--- config.mk ---
export PLATFORM = sky130hd
export DESIGN_NAME = rx_huge_page_alloc
export DESIGN_NICKNAME = d
export VERILOG_FILES = /design/src/rtl/rx_hp_pkg.sv /design/src/rtl/rx_hp_idle_timer.sv /design/src/rtl/rx_huge_page_alloc.sv
export SDC_FILE = /design/constraint.sdc
export NUM_CORES = 1
export LEC_CHECK = 0
export ABC_AREA = 1
export ABC_CLOCK_PERIOD_IN_PS = 5600
export CORE_ASPECT_RATIO = 1.75
export CORE_UTILIZATION = 48
export CTS_BUF_LIST = sky130_fd_sc_hd__clkbuf_2
export CTS_CLUSTER_SIZE = 8
export DETAILED_ROUTE_END_ITERATION = 8
export GPL_ROUTABILITY_DRIVEN = 0
export GPL_TIMING_DRIVEN = 1
export PLACE_DENSITY = 0.77
export RECOVER_POWER = 25
export SLEW_MARGIN = 20
export SYNTH_ARGS = -nofsm -noshare
export SYNTH_HDL_FRONTEND = slang
export SYNTH_SLANG_ARGS = --single-unit
--- constraint.sdc ---
create_clock -name trn_clk -period 5.6 [get_ports trn_clk]
set_input_delay 1.4 -clock trn_clk [delete_from_list [all_inputs] [get_ports trn_clk]]
set_output_delay 1.4 -clock trn_clk [all_outputs]
set_load 0.05 [all_outputs]
--- src/rtl/rx_hp_pkg.sv ---
// Shared types and constants for the RX huge-page allocator.
package rx_hp_pkg;

  typedef enum logic [4:0] {
    WAIT_PAGE = 5'b00001,
    OPEN      = 5'b00010,
    DRAIN     = 5'b00100,
    CLOSE     = 5'b01000,
    FREE      = 5'b10000
  } hp_state_e;

  typedef enum logic {
    PAGE1 = 1'b0,
    PAGE2 = 1'b1
  } page_sel_e;

  localparam int unsigned HDR_BYTES = 64;
  localparam int unsigned QW_BYTES  = 8;

endpackage

--- src/rtl/rx_hp_idle_timer.sv ---
// Idle counter: counts enabled cycles, pulses expire on the last one and wraps.
// Latency: expire is combinational on the terminal count; no backpressure.
module rx_hp_idle_timer #(
  parameter int unsigned IDLE_TIMEOUT = 1024
) (
  input  logic clk_i,
  input  logic rst_ni,
  input  logic clr_i,
  input  logic en_i,
  output logic expire_o
);

  localparam int unsigned W = (IDLE_TIMEOUT > 1) ? $clog2(IDLE_TIMEOUT) : 1;
  localparam logic [W-1:0] LAST = W'(IDLE_TIMEOUT - 1);

  logic [W-1:0] cnt_q, cnt_d;

  assign expire_o = en_i && !clr_i && (cnt_q == LAST);

  always_comb begin
    cnt_d = cnt_q;
    if (clr_i || expire_o) begin
      cnt_d = '0;
    end else if (en_i) begin
      cnt_d = cnt_q + 1'b1;
    end
  end

  always_ff @(posedge clk_i or negedge rst_ni) begin
    if (!rst_ni) begin
      cnt_q <= '0;
    end else begin
      cnt_q <= cnt_d;
    end
  end

endmodule

--- src/rtl/rx_huge_page_alloc.sv ---
// Owns the active huge page, grants packet write space, closes and returns pages.
// Latency: grant/err one cycle after the sampled request; pkt_req held by writer until answered.
module rx_huge_page_alloc
  import rx_hp_pkg::*;
#(
  parameter int unsigned PAGE_SIZE_LOG2 = 21,
  parameter int unsigned IDLE_TIMEOUT   = 1024
) (
  input  logic        trn_clk,
  input  logic        reset_n,
  input  logic [63:0] huge_page_addr_1,
  input  logic [63:0] huge_page_addr_2,
  input  logic        huge_page_status_1,
  input  logic        huge_page_status_2,
  output logic        huge_page_free_1,
  output logic        huge_page_free_2,
  input  logic        pkt_req,
  input  logic [8:0]  pkt_len_qw,
  output logic        pkt_gnt,
  output logic [63:0] pkt_addr,
  output logic        pkt_err,
  input  logic        pkt_done,
  output logic        close_req,
  output logic [63:0] close_addr,
  output logic [31:0] close_qw_count,
  input  logic        close_ack
);

  localparam int unsigned OW         = PAGE_SIZE_LOG2 + 1;
  localparam logic [31:0] PAGE_BYTES = 32'd1 << PAGE_SIZE_LOG2;
  localparam int unsigned QW_SHIFT   = $clog2(QW_BYTES);

  hp_state_e   state_q, state_d;
  page_sel_e   cur_q, cur_d;
  logic [OW-1:0] offset_q, offset_d;
  logic [63:0] base_q, base_d;
  logic [15:0] pkt_cnt_q, pkt_cnt_d;
  logic        outst_q, outst_d;

  logic        gnt_q, gnt_d;
  logic [63:0] addr_q, addr_d;
  logic        err_q, err_d;
  logic        close_req_q, close_req_d;
  logic [63:0] close_addr_q, close_addr_d;
  logic [31:0] close_cnt_q, close_cnt_d;
  logic        free1_q, free1_d;
  logic        free2_q, free2_d;

  logic [31:0] end_off;
  logic        fit;
  logic        outst_eff;
  logic        req_new;
  logic        grant;
  logic        status_cur;
  logic [63:0] addr_cur;
  logic        tmr_clr, tmr_en, tmr_expire;

  assign end_off    = 32'(offset_q) + 32'(pkt_len_qw) * QW_BYTES;
  assign fit        = (end_off <= PAGE_BYTES);
  assign outst_eff  = outst_q && !pkt_done;
  // The request visible while its grant/err pulse is out is the one just answered.
  assign req_new    = pkt_req && !gnt_q && !err_q;
  assign grant      = (state_q == OPEN) && req_new && !outst_eff && fit;
  assign status_cur = (cur_q == PAGE1) ? huge_page_status_1 : huge_page_status_2;
  assign addr_cur   = (cur_q == PAGE1) ? huge_page_addr_1 : huge_page_addr_2;

  assign tmr_clr = grant || (state_q != OPEN);
  assign tmr_en  = (state_q == OPEN) && !outst_q && (pkt_cnt_q != 16'd0) && !pkt_req;

  rx_hp_idle_timer #(
    .IDLE_TIMEOUT(IDLE_TIMEOUT)
  ) u_idle_timer (
    .clk_i    (trn_clk),
    .rst_ni   (reset_n),
    .clr_i    (tmr_clr),
    .en_i     (tmr_en),
    .expire_o (tmr_expire)
  );

  always_comb begin
    state_d   = state_q;
    cur_d     = cur_q;
    offset_d  = offset_q;
    base_d    = base_q;
    pkt_cnt_d = pkt_cnt_q;
    outst_d   = outst_q && !pkt_done;
    gnt_d     = 1'b0;
    addr_d    = '0;
    err_d     = 1'b0;

    unique case (state_q)
      WAIT_PAGE: begin
        if (status_cur) begin
          base_d    = addr_cur;
          offset_d  = OW'(HDR_BYTES);
          pkt_cnt_d = '0;
          state_d   = OPEN;
        end
      end
      OPEN: begin
        if (grant) begin
          gnt_d    = 1'b1;
          addr_d   = base_q + 64'(offset_q);
          offset_d = end_off[OW-1:0];
          outst_d  = 1'b1;
          if (pkt_cnt_q != 16'hFFFF) begin
            pkt_cnt_d = pkt_cnt_q + 16'd1;
          end
        end else if (req_new && !fit) begin
          // Empty page can never hold it; otherwise retry on a fresh page.
          if (pkt_cnt_q == 16'd0) begin
            err_d = 1'b1;
          end else begin
            state_d = DRAIN;
          end
        end else if (tmr_expire) begin
          state_d = DRAIN;
        end
      end
      DRAIN: begin
        if (!outst_eff) begin
          state_d = CLOSE;
        end
      end
      CLOSE: begin
        if (close_ack) begin
          state_d = FREE;
        end
      end
      FREE: begin
        cur_d   = (cur_q == PAGE1) ? PAGE2 : PAGE1;
        state_d = WAIT_PAGE;
      end
      default: begin
        state_d = WAIT_PAGE;
      end
    endcase

    close_req_d  = (state_d == CLOSE);
    close_addr_d = (state_d == CLOSE) ? base_q : 64'd0;
    close_cnt_d  = (state_d == CLOSE) ? 32'(offset_q >> QW_SHIFT) : 32'd0;
    free1_d      = (state_d == FREE) && (cur_q == PAGE1);
    free2_d      = (state_d == FREE) && (cur_q == PAGE2);
  end

  always_ff @(posedge trn_clk or negedge reset_n) begin
    if (!reset_n) begin
      state_q      <= WAIT_PAGE;
      cur_q        <= PAGE1;
      offset_q     <= OW'(HDR_BYTES);
      base_q       <= '0;
      pkt_cnt_q    <= '0;
      outst_q      <= 1'b0;
      gnt_q        <= 1'b0;
      addr_q       <= '0;
      err_q        <= 1'b0;
      close_req_q  <= 1'b0;
      close_addr_q <= '0;
      close_cnt_q  <= '0;
      free1_q      <= 1'b0;
      free2_q      <= 1'b0;
    end else begin
      state_q      <= state_d;
      cur_q        <= cur_d;
      offset_q     <= offset_d;
      base_q       <= base_d;
      pkt_cnt_q    <= pkt_cnt_d;
      outst_q      <= outst_d;
      gnt_q        <= gnt_d;
      addr_q       <= addr_d;
      err_q        <= err_d;
      close_req_q  <= close_req_d;
      close_addr_q <= close_addr_d;
      close_cnt_q  <= close_cnt_d;
      free1_q      <= free1_d;
      free2_q      <= free2_d;
    end
  end

  assign pkt_gnt          = gnt_q;
  assign pkt_addr         = addr_q;
  assign pkt_err          = err_q;
  assign close_req        = close_req_q;
  assign close_addr       = close_addr_q;
  assign close_qw_count   = close_cnt_q;
  assign huge_page_free_1 = free1_q;
  assign huge_page_free_2 = free2_q;

endmodule

==> summary.md <==
| Metric | Value |
|---|---|
| Status | `finished, violations left` |
| Violated checks | `max-capacitance violations, max-slew violations` |
| Effective utilization at floorplan | `0.4887` |
| Total grt overflow | `0` |
| Antenna-violating nets left | `0` |
| Die area | `29190 µm²` |
| Worst-path cell chain | `clkbuf_2 -> clkbuf_1` |
| Critical path data required time | `~6.3 ns` |
| Port Buf Inserts | `295` |
| Syn Std Cell Area | `13670 µm²` |
| CP top delay family | `buffers and inverters` |
| Top cell type's share of synthesized area | `0.4869` |
| Average wire per standard cell | `between 15 and 20 µm` |
| Pre-CTS WS | `approximately 0.8 ns` |
| Core Area | `27970 µm²` |
| Cts hold-fix bufs | `0` |
| Synth warn | `0` |
| Number of synthesized flops with an enable pin | `0` |
| DP HPWL | `about 31 mm` |
| Clock Path Buffers | `3` |
| Final slew viol count | `140` |
| CP Data Arrival Time | `approximately 4.7 ns` |
| Largest net degree at the start of global routing | `between 100 and 150` |
| Synth Area in Simple Gates | `0.2491` |
| Largest cells by area after synthesis | `dfrtp_1 (49%), nand2_1 (9.9%), nor2_1 (5.8%)` |
| Synth cell types | `45` |
| RSZ-0062 raised after global routing | `false` |
| Clock sink count | `between 200 and 300` |
| Bufs and invs on worst path | `2` |
| CP Class | `in -> async` |
| Tmin final | `between 3 and 4 ns` |
| Drt drc | `0` |
| Number of buffers created by CTS | `59` |
| Hold_ws | `around 0.50 ns` |
| Fin area | `17420 µm²` |
| Critical Path Fanout Max | `109` |
| Vias per cell | `5.233` |
| Gr usage total | `0.2860` |
| Largest family of logic cells by synthesized area | `simple AND/OR/NAND/NOR gates` |
| Nets | `about 2.1k` |
| Avg Inst Size Synth | `8.255 µm²` |
| Clock transition at path regs | `0.10 ns` |
| Adder-cell area share of the yosys netlist | `0.02984` |
| Synth Register Bits | `between 200 and 300` |
| Final setup fails | `0` |
| Pwr Total | `5.869 mW` |
| P_leak | `8.222 nW` |
| Measured slew at the worst slew-check pin | `2.797 ns` |
| Fmax | `0.2531 GHz` |
| Critical path startpoint | `reset_n` |
| Commonest non-fill, non-tap cells in the layout | `nand2_1 (359), clkdlybuf4s50_1 (293), dfrtp_1 (265), nor2_1 (210), inv_1 (199)` |
| Post-CTS Setup Bufs | `0` |
| Maximum vdd drop | `181.3 µV` |
| Worst-Skew Late Latency | `0.96 ns` |
| Compound-Gate Fraction of Synth Area | `0.07523` |
| Final Hold Violating Endpoints | `0` |
| Synthesized instance count | `1656` |
| Vias in the first global route | `12.48k` |
| CP Capture Type | `async pin` |
| Area leader, netlist | `dfrtp_1` |
| Worst r2r src | `offset_q[3]` |
| TritonCTS clock tree | `done` |
| Area Overhead vs Synth | `27.45%` |
| Hold Path Class | `reg -> reg` |
| Dominant synthesized flop cell | `dfrtp_1` |
| H-tree level count | `2` |
| CP Launch Type | `primary input` |
| Area after DPL | `16910 µm²` |
| DR iter-0 viols | `760` |
| Non-Filler Instances | `2390` |
| Die width | `129.6 µm` |
| Slew margin rel. | `-0.8648` |
| Drt first pass iters | `6` |
| Max_cap viols | `2` |
| Final cycle utilization of the critical path | `0.7056` |
| First-pass GRT wire length | `63.55 mm` |
| Share of cells above drive strength 1 | `0.06696` |
| Setup_tns | `0 ns` |
| Skew final | `0.07985 ns` |
| Placed cells | `2280` |
| End-of-flow core utilization | `0.6229` |
| Resize count post-CTS | `0` |
| Die H | `225.3 µm` |
| Routed vias | `12.51k` |
| IO Pins | `roughly 310` |
| Mux share of post-synthesis cell area | `0.04759` |
| Drt total wl | `around 41 mm` |
| Xor and xnor area share after synthesis | `0.02691` |
| Slowest stage delay, CP | `between 1.5 and 2 ns` |
| Sequential area share after synthesis | `0.4908` |
| Site Rows | `81` |
| PnR worst setup slack | `1.648 ns` |
| Slowest CP cell | `clkbuf_2` |
| Initial antenna violation count | `1` |
| Post-synth ARST share | `1.000` |
| Commonest non-fill, non-tap cell in the layout | `nand2_1` |
| Hold wc startpoint | `pkt_cnt_q[15]` |
| Root Driver | `clkbuf_2` |
| Cell Pwr Density | `around 340 nW/µm²` |
==> cell usage after synthesis (all sizes together), types with 7 or more instances <==
| library cell | count |
|---|---|
| inv | 205 |
| o21a | 7 |
| buf | 31 |
| nor3 | 56 |
| xnor2 | 11 |
| nor2 | 215 |
| nand3 | 68 |
| ha | 31 |
| nand4 | 51 |
| xor2 | 31 |
| nand2 | 365 |
| a21oi | 55 |
| clkbuf | 35 |
| mux2i | 65 |
| nor4 | 21 |
| dfrtp | 266 |
| o21ai | 113 |
==> registers in the layout, indices dropped and copies added (netlist names) <==
name,cells
outst_q,1
state_q,5
close_req,1
u_idle_timer.cnt_q,10
base_q,64
offset_q,19
pkt_err,1
close_qw_count,19
cur_q,1
pkt_cnt_q,16
huge_page_free_1,1
pkt_addr,64
close_addr,64
pkt_gnt,1
huge_page_free_2,1
==> path summary, 6_finish.rpt <==
| check | slack [ns] | cells past startpoint | endpoint |
|---|---|---|---|
| worst max-delay path | 1.65 | 2 | u_idle_timer.cnt_q[4] |
| worst min register to register | 0.50 | 2 | pkt_cnt_q[15] |
| max in group trn_clk | 1.70 | 18 | offset_q[21] |
| worst max register to register | 2.12 | 17 | offset_q[21] |
| min in group asynchronous | 1.29 | 1 | close_addr[20] |
| worst min-delay path | 0.50 | 2 | pkt_cnt_q[15] |
==> layer usage <==
layer,up-vias,wire (µm),GRT usage
met5,-,0,0
met4,0,2556,0.1785
met3,134,2685,0.04915
met2,530,21520,0.5215
met1,5864,13970,0.2986
li1,5978,-,-
==> layout make-up <==
cell class                      instances  area [µm²]
Clock buffer                           78       390.4
Tap cell                              373       466.7
Fill cell                            2533       10550
Antenna cell                            1       2.502
Timing Repair Buffer                  305        3032
Sequential cell                       268        6713
Inverter                              205       769.5
Clock inverter                         31       132.6
Multi-Input combinational cell       1129        5917
==> power by group <==
| part | switching [mW] | leakage (nW) | internal (mW) |
|---|---|---|---|
| combinational | 1.39 | 4.20 | 0.672 |
| sequential | 0.386 | 3.63 | 2.24 |
| clock | 0.790 | 0.389 | 0.392 |
| total | 2.57 | 8.22 | 3.30 |
==> cell families (layout without fill, tap and decap cells) <==
group	count (synthesis)	count (layout)
AOI/OAI and AO/OA	188	188
xor gates and xnor gates	42	42
other	1	14
and+or+nand+nor	789	789
muxes	65	65
adders and majority gates	32	32
DFF	268	268
buffers and inverters	271	619
(Power assumes the default switching activity.)
